## src/rtl/cv32e41s_clic_int_ctrl_mp.sv

```systemverilog
// rtl/cv32e41s_clic_int_ctrl_mp.sv - CLIC interrupt holding, eligibility and handshake controller
module cv32e41s_clic_int_ctrl_mp #(
  parameter int CLIC_ID_WIDTH = 5,
  parameter int USER_MODE_EN  = 1
) (
  input  logic                     clk,
  input  logic                     rst,

  input  logic                     clic_irq_i,
  input  logic [CLIC_ID_WIDTH-1:0] clic_irq_id_i,
  input  logic [7:0]               clic_irq_level_i,
  input  logic [1:0]               clic_irq_priv_i,
  input  logic                     clic_irq_shv_i,
  output logic                     clic_irq_ack_o,

  input  logic                     irq_ack_i,
  output logic                     irq_req_ctrl_o,
  output logic [9:0]               irq_id_ctrl_o,
  output logic                     irq_wu_ctrl_o,
  output logic                     irq_clic_shv_o,
  output logic [7:0]               irq_clic_level_o,
  output logic [1:0]               irq_clic_priv_o,

  input  logic                     mstatus_mie_i,
  input  logic                     mstatus_uie_i,
  input  logic [7:0]               mintthresh_i,
  input  logic [7:0]               uintthresh_i,
  input  logic [7:0]               mil_i,
  input  logic [7:0]               uil_i,
  input  logic [7:0]               mpil_i,
  input  logic [1:0]               priv_lvl_i,
  output logic                     mnxti_irq_pending_o,
  output logic [CLIC_ID_WIDTH-1:0] mnxti_irq_id_o,
  output logic [7:0]               mnxti_irq_level_o
);

  localparam logic [1:0] PRIV_U = 2'b00;
  localparam logic [1:0] PRIV_M = 2'b11;

  typedef enum logic [1:0] {
    IDLE  = 2'b00,
    HELD  = 2'b01,
    ACKED = 2'b10
  } state_t;

  state_t                   state_q;
  logic [CLIC_ID_WIDTH-1:0] id_q;
  logic [7:0]               level_q;
  logic                     shv_q;
  logic [1:0]               priv_q;

  logic [1:0]               in_target;
  logic                     take;
  logic                     capture;

  // Shared eligibility rule; the gate inputs let wake-up ignore the global enables.
  function automatic logic eligible(
    input logic [1:0] target,
    input logic [7:0] level,
    input logic       gate_m,
    input logic       gate_u,
    input logic [1:0] priv_lvl,
    input logic [7:0] mth,
    input logic [7:0] mil,
    input logic [7:0] uth,
    input logic [7:0] uil
  );
    logic [7:0] m_floor;
    logic [7:0] u_floor;
    logic       result;
    m_floor = (mth > mil) ? mth : mil;
    u_floor = (uth > uil) ? uth : uil;
    if (target == PRIV_M) begin
      if (priv_lvl == PRIV_M) result = gate_m && (level > m_floor);
      else                    result = (level != 8'd0);
    end else begin
      // A U-targeted interrupt can only be taken while running in U-mode.
      if (priv_lvl == PRIV_U) result = gate_u && (level > u_floor);
      else                    result = 1'b0;
    end
    return result;
  endfunction

  // Target privilege of the incoming interrupt; without U-mode everything goes to M.
  always_comb begin
    in_target = PRIV_M;
    if ((USER_MODE_EN != 0) && (clic_irq_priv_i == PRIV_U)) in_target = PRIV_U;
  end

  // Request to the controller, wake-up and the take/capture decisions.
  always_comb begin
    irq_req_ctrl_o = (state_q == HELD) &&
                     eligible(priv_q, level_q, mstatus_mie_i, mstatus_uie_i, priv_lvl_i,
                              mintthresh_i, mil_i, uintthresh_i, uil_i);
    irq_wu_ctrl_o  = clic_irq_i &&
                     eligible(in_target, clic_irq_level_i, 1'b1, 1'b1, priv_lvl_i,
                              mintthresh_i, mil_i, uintthresh_i, uil_i);
    take           = irq_ack_i && irq_req_ctrl_o;
    capture        = clic_irq_i && ((state_q == IDLE) || ((state_q == HELD) && !take));
  end

  // Handshake state machine: a take wins over both replacement and withdrawal.
  always_ff @(posedge clk or posedge rst) begin
    if (rst) begin
      state_q <= IDLE;
    end else begin
      case (state_q)
        IDLE:    if (clic_irq_i) state_q <= HELD;
        HELD: begin
          if (take)             state_q <= ACKED;
          else if (!clic_irq_i) state_q <= IDLE;
        end
        ACKED:   state_q <= IDLE;
        default: state_q <= IDLE;
      endcase
    end
  end

  // Held interrupt fields; kept unchanged on withdrawal so the last ID stays visible.
  always_ff @(posedge clk or posedge rst) begin
    if (rst) begin
      id_q    <= '0;
      level_q <= 8'd0;
      shv_q   <= 1'b0;
      priv_q  <= PRIV_M;
    end else if (capture) begin
      id_q    <= clic_irq_id_i;
      level_q <= clic_irq_level_i;
      shv_q   <= clic_irq_shv_i;
      priv_q  <= in_target;
    end
  end

  // Outputs derived from the held fields and state.
  always_comb begin
    clic_irq_ack_o                     = (state_q == ACKED);
    irq_id_ctrl_o                      = '0;
    irq_id_ctrl_o[CLIC_ID_WIDTH-1:0]   = id_q;
    irq_clic_shv_o                     = shv_q;
    irq_clic_level_o                   = level_q;
    irq_clic_priv_o                    = priv_q;
    mnxti_irq_pending_o                = (state_q == HELD) && (priv_q == PRIV_M) &&
                                         (level_q > mpil_i) && (level_q > mintthresh_i) &&
                                         !shv_q;
    mnxti_irq_id_o                     = id_q;
    mnxti_irq_level_o                  = level_q;
  end

endmodule
```

## config.mk

```make
export PLATFORM = sky130hd
export DESIGN_NAME = cv32e41s_clic_int_ctrl_mp
export DESIGN_NICKNAME = d
export VERILOG_FILES = /design/src/rtl/cv32e41s_clic_int_ctrl_mp.sv
export SDC_FILE = /design/constraint.sdc
export NUM_CORES = 1
export LEC_CHECK = 0
export CAP_MARGIN = 0
export CORE_AREA = 2 2 56 111
export DETAILED_ROUTE_END_ITERATION = 12
export DIE_AREA = 0 0 58 113
export PLACE_DENSITY = 0.86
export SYNTH_ARGS = -nofsm -noshare
export SYNTH_HDL_FRONTEND = slang
export SYNTH_SLANG_ARGS = --single-unit
```

## constraint.sdc

```tcl
create_clock -name clk -period 8.2 [get_ports clk]
set_clock_uncertainty 0.05 [all_clocks]
set_input_delay 1.64 -clock clk [delete_from_list [all_inputs] [get_ports clk]]
set_output_delay 1.64 -clock clk [all_outputs]
set_load 0.01 [all_outputs]
```

==> reports/qor.csv <==
stage,metric,value,unit
cts,clock root cell,clkbuf_16,
critical_path,Reg-to-Reg End,irq_clic_level_o[1]$_DFFE_PP0P_,
critical_path,"Data required, critical path",6.51,ns
critical_path,path type of the worst setup path,in -> out,
power_and_ir_drop,worst vdd ir,190,uV
cts,CTS Buf Count,3,
die,# rows,39,
cts,Post CTS Setup Buffer Count,0,
critical_path,"critical path fanouts, max",7,
logic_synthesis,register bit count reported by yosys,17,
logic_synthesis,top_reg_cell synth,dfrtp_1,
critical_path,sequence of cells on the critical path,clkdlybuf4s50_1 > inv_1 > ha_1 > a211oi_2 > o21bai_1 > or3_4 > nand2_1 > mux2i_1 > ha_1 > and4_1 > and2_1 > nand2_1 > mux2i_1 > o21ai_2 > a41oi_4 > a2111oi_4 > clkdlybuf4s50_1,
power_and_ir_drop,leakage,1.73,nW
grt,Tot GR Track Use,0.236,
run,max cap viols,0,
critical_path,Worst R2R Setup Slack,4.81,ns
die,Initial Util,0.484,
logic_synthesis,XOR/XNOR Fraction of Synth Area,0.0192,
cells_and_area,post-route cell area,0.00371,mm^2
cells_and_area,diodes inserted,0,
logic_synthesis,cell taking the most area after synthesis,ha_1,
critical_path,"CP delay by family, top",simple AND/OR/NAND/NOR gates,
die,I/O pins,102,
logic_synthesis,"count leader, synth",ha_1,
placed_design,Placed Instance Area,0.00363,mm^2
cts,later-pin clock latency in the skew report,0.24,ns
logic_synthesis,Mapped Area,0.00274,mm^2
cts,Max clock buf depth,2,
timing,Worst Tran Pin Value,0.620,ns
routing,DRT antenna net count,0,
cts,H-tree depth,1,
routing,1st-iter DRT viols,68,
critical_path,cell count along the critical path,17,
logic_synthesis,largest family of logic cells by synthesized area,adder cells,
timing,Rel. slew slack,0.586,
routing,detailed-route wire length,7580,um
cells_and_area,ratio of cells with drive above 1 in the final layout,0.0712,
cts,clk slew on worst S/H paths,0.05,ns
grt,initial antenna violation count,0,
die,die area,0.00655,mm^2
run_status,status,finished clean,
timing,count of pins over their slew limit,0,
grt,vias in the first global route,2706,
cts,CTS tree,yes,
die,chip width,58,um
timing,Final Hold Vio Count,0,
logic_synthesis,sequential area share after synthesis,0.156,
power_and_ir_drop,PD cells,165,mW/mm^2
timing,Fmax,129,MHz
critical_path,CP startpoint,uil_i[5],
placed_design,Final GP Congestion,0.926,
placed_design,hpwl dp,6520,um
timing,unrepaired setup endpoints after global routing,false,
critical_path,CP Launch Type,primary input,
logic_synthesis,Synth warnings,0,
critical_path,Worst Path Buf+Inv,3,
routing,wire per inst,16.7,um
logic_synthesis,largest cells by area after synthesis,"ha_1 (26%), dfrtp_1 (15%), inv_1 (5.3%), buf_4 (5.2%), a21oi_1 (3.8%)",
cts,"Hold-fix buffers, CTS",0,
critical_path,"Arr. time, crit path",6.09,ns
routing,drc violations,0,
logic_synthesis,post-synthesis compound-gate area fraction,0.179,
routing,1st-pass router iterations,4,
logic_synthesis,adder-cell share of the synthesized area,0.270,
die,die height,113,um
logic_synthesis,Synth top area share,0.256,
timing,Tmin final,7.78,ns
logic_synthesis,multiplexer area fraction after synthesis,0.0959,
cts,post-CTS sizing,0,
hold_path,Worst Hold Class,reg -> reg,
logic_synthesis,Mapped Avg Cell Area,8.78,um^2
critical_path,CP max-delay cell,clkdlybuf4s50_1,
die,core area,0.00566,mm^2
logic_synthesis,asr flop ratio synth,1.00,
logic_synthesis,Syn Inst Count,312,
cts,clock tree sinks,17,
critical_path,FF-to-FF Start,irq_clic_level_o[1]$_DFFE_PP0P_,
timing,setup violators final,0,
routing,Vias/cell,5.70,
timing,final setup TNS,0,ns
logic_synthesis,Unique masters post-synth,51,
logic_synthesis,Synth Area in Simple Gates,0.163,
timing,crit share post-route,0.949,
critical_path,worst reg2reg path depth,9,
cells_and_area,Area Growth Syn to Fin,35.4,%
logic_synthesis,Synth top cells by count,"ha_1 (56), inv_1 (39), a21oi_1 (21), buf_4 (19)",
critical_path,CP endpoint,irq_req_ctrl_o,
grt,first-pass GRT wire length,12200,um
grt,largest net degree at the start of global routing,18,
critical_path,critical path endpoint category,primary output,
hold_path,critical hold path startpoint,mnxti_irq_id_o[0]$_DFFE_PP0P_,
critical_path,max incr delay on CP,0.62,ns
logic_synthesis,Post-synth EDFFs,0,
cells_and_area,fin nets,514,
routing,DR vias,2588,
placed_design,I/O Buffers,96,
grt,GRT overflow,0,
-- kinds of logic after synthesis --
kind of cell / count (synthesis)
adders and majority gates: 60
DFF: 17
buffers and inverters: 63
AOI/OAI and AO/OA: 66
and+or+nand+nor: 77
other: 1
muxes: 22
xor gates and xnor gates: 6
-- registers in the layout, indices dropped and copies added (netlist names) --
| register | flops |
|---|---|
| irq_clic_shv_o | 1 |
| irq_clic_level_o | 8 |
| state_q | 2 |
| irq_clic_priv_o | 1 |
| mnxti_irq_id_o | 5 |
-- per-layer routing --
layer | share of wire | routed length, um | up-vias | global-route usage
met5 | 0 | 0 | - | 0
met1 | 0.36 | 2710 | 1216 | 0.241
met4 | 0.044 | 335 | 0 | 0.101
met3 | 0.037 | 283 | 22 | 0.0194
met2 | 0.56 | 4250 | 84 | 0.462
li1 | - | - | 1266 | -
-- worst min-delay path by stage --
stage | end | slack, ns | depth (start not counted)
2_1_floorplan | irq_clic_priv_o[0]$_DFFE_PP1P_ | 0.47 | 2
3_3_place_gp | mnxti_irq_id_o[2]$_DFFE_PP0P_ | 0.47 | 1
3_5_place_dp | mnxti_irq_id_o[0]$_DFFE_PP0P_ | 0.48 | 1
4_1_cts | mnxti_irq_id_o[0]$_DFFE_PP0P_ | 0.50 | 1
5_1_grt | mnxti_irq_id_o[0]$_DFFE_PP0P_ | 0.52 | 1
6_report | mnxti_irq_id_o[0]$_DFFE_PP0P_ | 0.50 | 1
-- cells in the final DEF, fill, tap and decap left out, drive strengths merged, types with 4 or more instances in the layout --
| master | Yosys | routed |
|---|---|---|
| nand4 | 9 | 9 |
| nor2 | 11 | 11 |
| clkdlybuf4s50 | 0 | 96 |
| nand2 | 9 | 9 |
| o21ai | 17 | 17 |
| mux2 | 13 | 13 |
| nor2b | 10 | 10 |
| a21oi | 22 | 22 |
| nand2b | 6 | 6 |
| clkbuf | 4 | 4 |
| mux2i | 9 | 9 |
| ha | 56 | 56 |
| a21o | 5 | 5 |
| xnor2 | 4 | 4 |
| and2 | 7 | 7 |
| nand3 | 6 | 6 |
| and4 | 4 | 4 |
| nor4 | 6 | 6 |
| conb | 1 | 5 |
| dfrtp | 16 | 16 |
| maj3 | 4 | 4 |
| inv | 39 | 39 |
-- layout make-up --
type / instances / area (um^2)
Clock buffer: 4 / 78.8
Fill cell: 471 / 1950
Inverter: 39 / 146
Multi-Input combinational cell: 236 / 2010
Sequential cell: 17 / 427
Tap cell: 61 / 76.3
Timing Repair Buffer: 97 / 968
-- per-stage QoR --
stage / hold WS (ns) / utilization / setup slack (ns) / power, mW / cells
finish: 0.500 / 0.655 / 0.418 / 0.613 / 454
global route: 0.517 / 0.655 / 0.183 / 0.661 / 454
CTS: 0.499 / 0.655 / 0.412 / 0.617 / 454
detailed placement: 0.483 / 0.641 / 0.428 / 0.521 / 450
global placement: 0.470 / 0.641 / 0.571 / 0.507 / 450
floorplan: 0.471 / - / 1.80 / 0.372 / 316
-- report_power, final --
part | total, mW | internal, mW | leakage (nW) | switching [mW]
combinational | 0.376 | 0.205 | 1.49 | 0.171
clock | 0.0925 | 0.0656 | 0.0382 | 0.0269
sequential | 0.144 | 0.104 | 0.199 | 0.0397
No activity file was read; power rests on OpenSTA's default activity.
